## src/rtl/pipeline_stage_register.sv

```systemverilog
// pipeline_stage_register: one pipeline stage register with valid/ready handshake.
// The output entry is always registered. When the stage is empty, the output shows
// the bubble pattern: zero control and BUBBLE_BYTE repeated across the data field.
// Build option PIPELINE_SKID_BUFFER_EN:
//   defined   - two entries (output plus skid). In_Ready is a registered "not FULL".
//   undefined - a single entry. In_Ready = !Out_Valid || Out_Ready.
module pipeline_stage_register #(
    parameter int         CTRL_W      = 12,
    parameter int         DATA_W      = 192,
    parameter logic [7:0] BUBBLE_BYTE = 8'h2A
) (
    input  logic              CLK,
    input  logic              RST,
    input  logic              Flush,
    input  logic              In_Valid,
    output logic              In_Ready,
    input  logic [CTRL_W-1:0] In_Ctrl,
    input  logic [DATA_W-1:0] In_Data,
    output logic              Out_Valid,
    input  logic              Out_Ready,
    output logic [CTRL_W-1:0] Out_Ctrl,
    output logic [DATA_W-1:0] Out_Data,
    output logic [1:0]        Occupancy
);
    typedef struct packed {
        logic [CTRL_W-1:0] ctrl;
        logic [DATA_W-1:0] data;
    } entry_t;

    typedef enum logic [1:0] {EMPTY = 2'd0, ONE = 2'd1, FULL = 2'd2} state_t;

    localparam entry_t BUBBLE = '{ctrl: '0, data: {(DATA_W/8){BUBBLE_BYTE}}};

    state_t     state;
    entry_t     out_q;
    logic       out_vld_q;
    logic [1:0] occ_q;
    entry_t     in_ent;
    logic       push;
    logic       pop;

    assign in_ent    = '{ctrl: In_Ctrl, data: In_Data};
    assign push      = In_Valid && In_Ready;
    assign pop       = out_vld_q && Out_Ready;

    assign Out_Valid = out_vld_q;
    assign Out_Ctrl  = out_q.ctrl;
    assign Out_Data  = out_q.data;
    assign Occupancy = occ_q;

`ifdef PIPELINE_SKID_BUFFER_EN
    entry_t skid_q;
    logic   in_rdy_q;

    // In_Ready comes straight from a register. This keeps Out_Ready from
    // rippling back to the upstream stage within the same cycle.
    assign In_Ready = in_rdy_q;

    // Two-entry state machine. The output entry always holds the oldest entry;
    // the skid entry catches the one push that was accepted during a stall.
    always_ff @(posedge CLK or posedge RST) begin
        if (RST) begin
            state     <= EMPTY;
            out_q     <= BUBBLE;
            skid_q    <= BUBBLE;
            out_vld_q <= 1'b0;
            occ_q     <= 2'd0;
            in_rdy_q  <= 1'b1;
        end else if (Flush) begin
            state     <= EMPTY;
            out_q     <= BUBBLE;
            skid_q    <= BUBBLE;
            out_vld_q <= 1'b0;
            occ_q     <= 2'd0;
            in_rdy_q  <= 1'b1;
        end else begin
            case (state)
                EMPTY: begin
                    if (push) begin
                        out_q     <= in_ent;
                        out_vld_q <= 1'b1;
                        occ_q     <= 2'd1;
                        state     <= ONE;
                    end
                end
                ONE: begin
                    if (push && pop) begin
                        out_q <= in_ent;
                    end else if (push) begin
                        skid_q   <= in_ent;
                        occ_q    <= 2'd2;
                        in_rdy_q <= 1'b0;
                        state    <= FULL;
                    end else if (pop) begin
                        out_q     <= BUBBLE;
                        out_vld_q <= 1'b0;
                        occ_q     <= 2'd0;
                        state     <= EMPTY;
                    end
                end
                FULL: begin
                    if (pop) begin
                        out_q    <= skid_q;
                        skid_q   <= BUBBLE;
                        occ_q    <= 2'd1;
                        in_rdy_q <= 1'b1;
                        state    <= ONE;
                    end
                end
                default: begin
                    state     <= EMPTY;
                    out_q     <= BUBBLE;
                    skid_q    <= BUBBLE;
                    out_vld_q <= 1'b0;
                    occ_q     <= 2'd0;
                    in_rdy_q  <= 1'b1;
                end
            endcase
        end
    end
`else
    // Single entry: an entry may enter on the same edge the held one leaves.
    assign In_Ready = !out_vld_q || Out_Ready;

    // Single-entry state machine. FULL is never entered in this build.
    always_ff @(posedge CLK or posedge RST) begin
        if (RST) begin
            state     <= EMPTY;
            out_q     <= BUBBLE;
            out_vld_q <= 1'b0;
            occ_q     <= 2'd0;
        end else if (Flush) begin
            state     <= EMPTY;
            out_q     <= BUBBLE;
            out_vld_q <= 1'b0;
            occ_q     <= 2'd0;
        end else begin
            case (state)
                EMPTY: begin
                    if (push) begin
                        out_q     <= in_ent;
                        out_vld_q <= 1'b1;
                        occ_q     <= 2'd1;
                        state     <= ONE;
                    end
                end
                ONE: begin
                    if (push) begin
                        out_q <= in_ent;
                    end else if (pop) begin
                        out_q     <= BUBBLE;
                        out_vld_q <= 1'b0;
                        occ_q     <= 2'd0;
                        state     <= EMPTY;
                    end
                end
                default: begin
                    state     <= EMPTY;
                    out_q     <= BUBBLE;
                    out_vld_q <= 1'b0;
                    occ_q     <= 2'd0;
                end
            endcase
        end
    end
`endif

endmodule

```

## config.mk

```make
export PLATFORM = sky130hd
export DESIGN_NAME = pipeline_stage_register
export DESIGN_NICKNAME = d
export VERILOG_FILES = /design/src/rtl/pipeline_stage_register.sv
export SDC_FILE = /design/constraint.sdc
export NUM_CORES = 1
export LEC_CHECK = 0
export CORE_ASPECT_RATIO = 1.75
export CORE_UTILIZATION = 30
export CTS_CLUSTER_SIZE = 16
export DETAILED_ROUTE_END_ITERATION = 7
export PLACE_DENSITY = 0.54
export SLEW_MARGIN = 20
export SYNTH_ARGS = -nofsm -noshare
export SYNTH_HDL_FRONTEND = slang
export SYNTH_SLANG_ARGS = --single-unit
export TNS_END_PERCENT = 20
```

## constraint.sdc

```tcl
create_clock -name CLK -period 9.7 [get_ports CLK]
set_input_delay 1.94 -clock CLK [delete_from_list [all_inputs] [get_ports CLK]]
set_output_delay 1.94 -clock CLK [all_outputs]
set_load 0.05 [all_outputs]
```

==> run metrics, run 1 <==
Post-Syn Instances 1066; fin crit share 63.0%; Seq pwr share 37.6%; 1st-iter DRT viols 443; RSZ-0062 raised after global routing no; Rel. slew slack 26.4%; Crit. End Element primary output; Crit path required time 7.76 ns; mean post-synth cell area 11.5 um^2; Ports 417; PD cells 151 nW/um^2; Clk pin slew, worst setup/hold paths 0.06 ns; fin crit period 6.11 ns; number of buffers and inverters on the critical path 4; Post-Syn Area 12300 um^2; Switching Share 34.0%; num rows 97; IO buf count 415; Slew Viols, Final 0; EDFF count, synth 0; Yosys reg bits 205; most frequent cells in the layout 412 x clkdlybuf4s50_1, 132 x dfrtp_1, 130 x nand2b_1; die area 41900 um^2; final hold slack 0.514 ns; Chip Height 270 um; clock sinks 205; crit start category primary input; synth unique cells 31; Ys Warns 0; Initial Util 30.6%; Core ar. 40200 um^2; delay of the slowest critical-path stage 0.94 ns; grt ovf 0; Hold Buf Count CTS 0; internal power 1.72 mW; Fmax 164 MHz; Psw 884 uW; clk_lat worst skew 0.52 ns; Logic pwr share 28.8%; Max stage delay cell, worst path clkdlybuf4s50_1; most common cell after layout, fill and taps aside clkdlybuf4s50_1; VDD IR-drop max 0.102 mV; Synthesized Nets 1275; Die Wd 155 um; leakage power 6.53 nW; # fillers 3862; Post-CTS Setup Bufs 0; GP Congestion 0.759; H-tree levels 1; actual slew at the worst max-slew pin 1.10 ns; detailed-route vias per instance 5.19; Setup TNS 0 ns; CP arrival 4.17 ns; Avg WL per Cell 21.5 um; Crit Path Class primary input to primary output; vias in the first global route 10300; status complete, no violations; clock skew 0.00652 ns; share of layout cells above drive strength 1 19.8%; first drt pass iteration count 6; PnR Total Power 2.60 mW; DR DRC count 0; Hold Vio Cnt, Final 0; post-DP HPWL 26.7 mm; CP Cell Sequence buf_2, buf_4, nor2b_4, inv_2, clkdlybuf4s50_1; Root Buffer clkbuf_16; pin count of the biggest net entering global routing 180; worst min path class flop to flop; clock power share 33.6%; Async S/R FF share, synth 100%; post-cts gate resize count 0; CTS tree yes; initial antenna violation count 6; Num CTS Buffers 23; Synth Flop Type dfrtp_1; register area 5220 um^2; cell family with most CP delay buffers and inverters; Setup-failing EPs final 0; area grow syn2layout 40.2%; register area share after synthesis 42.4%; CTS Buffer Depth 3; first-pass GRT wire length 64.2 mm; Total Routing Usage GR 19.5%; maxcap violations 0; area of the multi-input gates 6300 um^2; net total in the final layout 1594; Routed Wire Length 41.9 mm; Crit Path Max Fanout 55; post-route ant nets 0; vias 10100
[cell families (layout without fill, tap and decap cells)]
kind of cell	after synthesis	in the layout	synth area share, %
other cells	1	7	0.0305
mux	103	103	8.39
simple gates	412	412	21.8
buf+inv	140	474	6.55
compound gates	205	205	20.8
flops	205	205	42.4
[registers in the layout (all words and copies together) (netlist names)]
signal	flops
Out_Data	192
Out_Ctrl	12
Occupancy	1
[cells in the mapped netlist (6+ instances only)]
master	number	area [um^2]
o221ai_1	37	324
o221ai_2	30	450
buf_4	13	97.6
buf_6	23	259
clkbuf_1	52	195
buf_2	47	235
o32ai_2	50	813
nand2_1	67	251
a32oi_1	38	333
o32ai_1	15	131
a221oi_2	32	480
nor2_1	110	413
nand4bb_1	61	687
nand2b_1	130	813
dfstp_2	72	1890
or4bb_1	6	67.6
dfrtp_1	133	3330
and4bb_2	30	375
mux2i_1	102	1020
[final timing paths]
| kind | slack [ns] | endpoint | cells after the start | from |
|---|---|---|---|---|
| max reg2reg | 7.02 | Out_Data[162]$_DFFE_PP0P_ | 3 | Occupancy[0]$_DFFE_PP0P_ |
| max in group asynchronous | 6.33 | Out_Data[172]$_DFFE_PP0P_ | 3 | RST |
| max | 3.59 | In_Ready | 5 | Out_Ready |
| min in group asynchronous | 2.06 | Out_Data[148]$_DFFE_PP0P_ | 2 | RST |
| min reg2reg | 0.51 | Out_Data[67]$_DFFE_PP1P_ | 2 | Out_Data[67]$_DFFE_PP1P_ |
| min | 0.51 | Out_Data[67]$_DFFE_PP1P_ | 2 | Out_Data[67]$_DFFE_PP1P_ |
[worst register-to-register path: stages, from the launching register on]
cell	delay, ns
dfrtp_2	0.46
buf_4	0.69
mux2_4	1.08
o32ai_1	0.28
[power by group through the flow]
stage / clock network, mW / registers (mW) / logic [mW]
floorplan: 0 / 1.20 / 0.263
global placement: 0 / 0.989 / 0.750
detailed placement: 0 / 0.991 / 0.757
CTS: 0.904 / 0.978 / 0.759
global route: 0.937 / 0.985 / 0.789
finish: 0.873 / 0.978 / 0.750
[metrics by stage]
step           std cells  util [%]  setup WS (ns)  instance area, um^2
2_1_floorplan       1066         -           2.28                12300
3_3_place_gp        1903      41.1           3.61                16500
3_5_place_dp        1904      41.1           3.60                16500
4_1_cts             1944      42.9           3.61                17200
5_1_grt             1950      42.9           3.51                17200
6_report            1950      42.9           3.59                17200
[area by class of cell]
type | count | area share, %
multi-input combinational | 721 | 36.5
sequential | 205 | 30.3
timing repair buffer | 431 | 24.9
tap | 544 | 3.95
clock buffer | 33 | 3.79
clock inverter | 7 | 0.348
inverter | 3 | 0.109
antenna | 6 | 0.0871
[layer usage]
layer | global-route usage [%] | up-vias | wire length (um)
li1 | - | 4667 | -
met1 | 22.5 | 5097 | 16300
met2 | 34.5 | 288 | 21800
met3 | 3.87 | 59 | 2340
met4 | 8.62 | 0 | 1470
met5 | 0 | - | 0
(Power assumes the default switching activity.)
==> run 2: changes to the inputs <==
Clock period 9.7 ns to 6.4 ns, I/O delays scaled along.
==> run 2 against run 1 <==
  * First-iteration DRC count grew 5.2%
  * Die area is the same
  * Final area grew 0.79%
  * Critical path depth shrank 1
  * Register-to-register slack lost 3.7 ns
  * Critical path type unchanged
==> run metrics, run 2 (synthesized netlist as in run 1, its figures left out) <==
Post-DP Area 16600 um^2; worst min path class flop to flop; final hold slack 0.514 ns; Max stage delay cell, worst path clkdlybuf4s50_1; Setup-failing EPs final 0; Hold Buf Count CTS 0; 1st-iter DRT viols 466; VDD IR-drop max 0.146 mV; die area 41900 um^2; delay of the slowest critical-path stage 0.81 ns; clock sinks 205; final core utilization 43.3%; Num CTS Buffers 22; register area 5220 um^2; most common cell after layout, fill and taps aside clkdlybuf4s50_1; design area 17400 um^2; share of layout cells above drive strength 1 20.1%; most frequent cells in the layout 412 x clkdlybuf4s50_1, 132 x dfrtp_1, 130 x nand2b_1; Core ar. 40200 um^2; clock skew 0.0148 ns; clk_lat worst skew 0.53 ns; status complete, no violations; Initial Util 30.6%; DR DRC count 0; post-DP HPWL 27.6 mm; detailed-route vias per instance 5.20; Crit. End Element primary output; Slew Viols, Final 0; net total in the final layout 1598; area of the multi-input gates 6300 um^2; Hold Vio Cnt, Final 0; Routed Wire Length 42.6 mm; Crit Path Max Fanout 25; maxcap violations 0; Chip Height 270 um; CP Cell Sequence buf_2, nor2b_4, inv_2, clkdlybuf4s50_1; num rows 97; CTS tree yes; Avg WL per Cell 21.8 um; post-route ant nets 0; Fmax 249 MHz; grt ovf 0; initial antenna violation count 3; worst reg-to-reg path cell count 5; Crit path required time 5.12 ns; area grow syn2layout 41.3%; first drt pass iteration count 5; PD cells 236 nW/um^2; post-cts gate resize count 0; Clk pin slew, worst setup/hold paths 0.06 ns; Crit Path Class primary input to primary output; fin crit period 4.02 ns; CTS Buffer Depth 3; Ports 417; actual slew at the worst max-slew pin 1.13 ns; Rel. slew slack 24.7%; # fillers 3849; vias in the first global route 10300; Total Routing Usage GR 19.8%; IO buf count 415; Post-CTS Setup Bufs 0; crit start category primary input; Largest register FFs 192; leakage power 6.58 nW; CP arrival 2.74 ns; H-tree levels 1; Die Wd 155 um; RSZ-0062 raised after global routing no; pin count of the biggest net entering global routing 126; GP Congestion 0.763; Setup TNS 0 ns; Hold Path Cell Cnt 2; fin crit share 62.8%; vias 10100; first-pass GRT wire length 64.6 mm; Root Buffer clkbuf_16
[run 2: through the flow]
stage	std cells	worst slack, ns	total power, mW
2_1_floorplan	1066	2.52	2.23
3_3_place_gp	1907	2.34	2.64
3_5_place_dp	1909	2.34	2.65
4_1_cts	1948	2.34	4.17
5_1_grt	1951	2.32	4.27
6_report	1951	2.38	4.10
[run 2: worst paths after layout]
check | slack, ns | endpoint | from
setup / recovery | 2.38 | In_Ready | Out_Ready
hold / removal | 0.51 | Out_Data[107]$_DFFE_PP1P_ | Out_Data[107]$_DFFE_PP1P_
setup reg to reg | 3.35 | Out_Data[60]$_DFFE_PP0P_ | Occupancy[0]$_DFFE_PP0P_
hold reg to reg | 0.51 | Out_Data[107]$_DFFE_PP1P_ | Out_Data[107]$_DFFE_PP1P_
max in group asynchronous | 4.06 | Out_Data[184]$_DFFE_PP0P_ | RST
min in group asynchronous | 1.22 | Out_Data[47]$_DFFE_PP0P_ | RST
[run 2: layout make-up]
class / count / share of cell area, %
Clock inverter: 10 / 1.17
Timing Repair Buffer: 436 / 25.0
Antenna cell: 3 / 0.0432
Inverter: 3 / 0.0936
Clock buffer: 29 / 3.50
Tap cell: 544 / 3.92
Multi-Input combinational cell: 721 / 36.2
Sequential cell: 205 / 30.0
[run 2: layer usage]
layer	up-vias	global-route usage, %	part of all wire, %	wire length, um
li1	4688	-	-	-
met1	5105	22.7	38	16100
met2	291	36.1	54	22900
met3	58	3.29	5.0	2130
met4	0	7.66	3.4	1440
met5	-	0	0	0
[run 2: report_power, final]
| group | total (mW) | internal (mW) | switching, mW |
|---|---|---|---|
| clock | 1.48 | 0.911 | 0.571 |
| combinational | 1.14 | 0.443 | 0.698 |
| sequential | 1.48 | 1.41 | 0.0665 |
[run 2: worst max-delay path, delay by kind of cell]
kind                   cells  cell delay (ns)
buffers and inverters      3             1.36
AND/OR/NAND/NOR            1             0.09
==> run 3: changes to the inputs <==
Clock period 6.4 ns to 4.1 ns, I/O delays scaled along.
==> run 3 against run 2 <==
  * Via count fell by 0.32%
  * Global-route usage rose by 0.072 points
  * Highest routed layer unchanged
  * Clock skew fell by 0.0052 ns
  * Final cell count rose by 0.62%
  * Clock power rose by 52%
  * Worst hold slack improved by 0.0013 ns
  * Register-to-register slack got worse by 1.6 ns
  * Power rose by 55%
  * Non-clock buffer count rose by 5
  * Sequential share of layout area fell by 0.18 points
==> run metrics, run 3 (synthesized netlist as in run 1, its figures left out) <==
status complete, no violations; Chip Height 270 um; RSZ-0062 raised after global routing no; Num CTS Buffers 24; fin crit period 2.76 ns; DR DRC count 0; pin count of the biggest net entering global routing 136; Die Wd 155 um; H-tree levels 1; Initial Util 30.6%; PD cells 363 nW/um^2; crit start category flop; DR WL met3 2.46 mm; grt ovf 0; most common cell after layout, fill and taps aside clkdlybuf4s50_1; Core ar. 40200 um^2; Routed Wire Length 42.5 mm; final core utilization 43.5%; fin crit share 67.4%; Crit Path Max Fanout 3; Ports 417; post-route ant nets 0; Avg WL per Cell 21.6 um; clock skew 0.00957 ns; die area 41900 um^2; Root Buffer clkbuf_16; dpl cells 1914; r2r setup slk 1.71 ns; Setup TNS 0 ns; post-cts gate resize count 0; net total in the final layout 1605; CTS tree yes; VDD IR-drop max 0.298 mV; Crit. End Element primary output; number of buffers and inverters on the critical path 1; CP arrival 1.94 ns; detailed-route vias per instance 5.15; Post-CTS Setup Bufs 0; Slew Viols, Final 0; Rel. slew slack 30.8%; GP Congestion 0.783; maxcap violations 0; Max stage delay cell, worst path clkdlybuf4s50_1; most frequent cells in the layout 411 x clkdlybuf4s50_1, 132 x dfrtp_1, 130 x nand2b_1; Fmax 362 MHz; Largest register FFs 192; clk_lat worst skew 0.53 ns; first drt pass iteration count 5; vias 10100; Hold Vio Cnt, Final 0; first-pass GRT wire length 64.9 mm; leakage power 6.64 nW; area grow syn2layout 42.1%; initial antenna violation count 6; IO buf count 415; num rows 97; worst min path class flop to flop; actual slew at the worst max-slew pin 1.04 ns; share of layout cells above drive strength 1 20.6%; vias in the first global route 10600; Top Layer Used met4; met1 wire length 16.1 mm; Setup-failing EPs final 0; Total Routing Usage GR 19.9%; Hold Buf Count CTS 0; non-filler cells, final 1963; clock sinks 205; cell family with most CP delay buffers and inverters; Crit Path Class flop to primary output; delay of the slowest critical-path stage 0.87 ns; post-DP HPWL 27.3 mm; 1st-iter DRT viols 495; CP Cell Sequence clkdlybuf4s50_1; CTS Buffer Depth 3; Clk pin slew, worst setup/hold paths 0.06 ns; WL met2 22.4 mm; Crit path required time 3.28 ns
run 3: changes by cell type in the layout (fill, tap and decap cells not counted), sizes merged:
cell	previous run	this run
buf	23	29
bufinv	6	1
clkbuf	30	40
clkdlybuf4s50	412	411
clkinvlp	2	1
diode	3	6
run 3: report_power, final:
group / leakage (nW) / internal, mW / switching, mW / total (mW)
Clock: 0.404 / 1.34 / 0.906 / 2.25
Combinational: 3.72 / 0.700 / 1.09 / 1.79
Sequential: 2.52 / 2.21 / 0.105 / 2.31
run 3: cell type report:
cell class,count,area (um^2)
Antenna cell,6,15.0
Clock inverter,4,45.0
Multi-Input combinational cell,721,6300
Timing Repair Buffer,441,4440
Inverter,3,16.3
Fill cell,3849,22700
Tap cell,544,681
Sequential cell,205,5220
Clock buffer,39,769
run 3: worst register-to-register path, stage by stage, from the launching register on:
cell,delay (ns)
dfrtp_2,0.40
buf_4,0.38
buf_4,0.55
or2_2,0.22
buf_4,0.46
o221ai_1,0.21
run 3: metrics by stage:
step / hold slack, ns / instance area (um^2) / worst slack (ns) / power, mW
after floorplan: 0.617 / 12300 / 0.681 / 3.47
after global placement: 0.503 / 16700 / 1.32 / 4.13
after detailed placement: 0.508 / 16700 / 1.28 / 4.15
after CTS: 0.517 / 17500 / 1.30 / 6.46
after global routing: 0.535 / 17500 / 1.28 / 6.63
final: 0.516 / 17500 / 1.34 / 6.35
run 3: final timing paths:
path                                            from  cells past startpoint                   endpoint
setup / recovery           Out_Data[169]$_DFFE_PP1P_                      1              Out_Data[169]
hold / removal             Out_Data[121]$_DFFE_PP1P_                      2  Out_Data[121]$_DFFE_PP1P_
min in group asynchronous                        RST                      2  Out_Data[110]$_DFFE_PP0P_
setup reg to reg            Occupancy[0]$_DFFE_PP0P_                      5   Out_Data[14]$_DFFE_PP0P_
max in group asynchronous                        RST                      3   Out_Data[37]$_DFFE_PP1P_
hold reg to reg            Out_Data[121]$_DFFE_PP1P_                      2  Out_Data[121]$_DFFE_PP1P_
run 3: layer usage:
| metal | global-route usage, % | vias up |
|---|---|---|
| met2 | 35.5 | 300 |
| met4 | 9.28 | 0 |
| met1 | 22.2 | 5061 |
| met5 | 0 | - |
| li1 | - | 4689 |
| met3 | 4.27 | 60 |
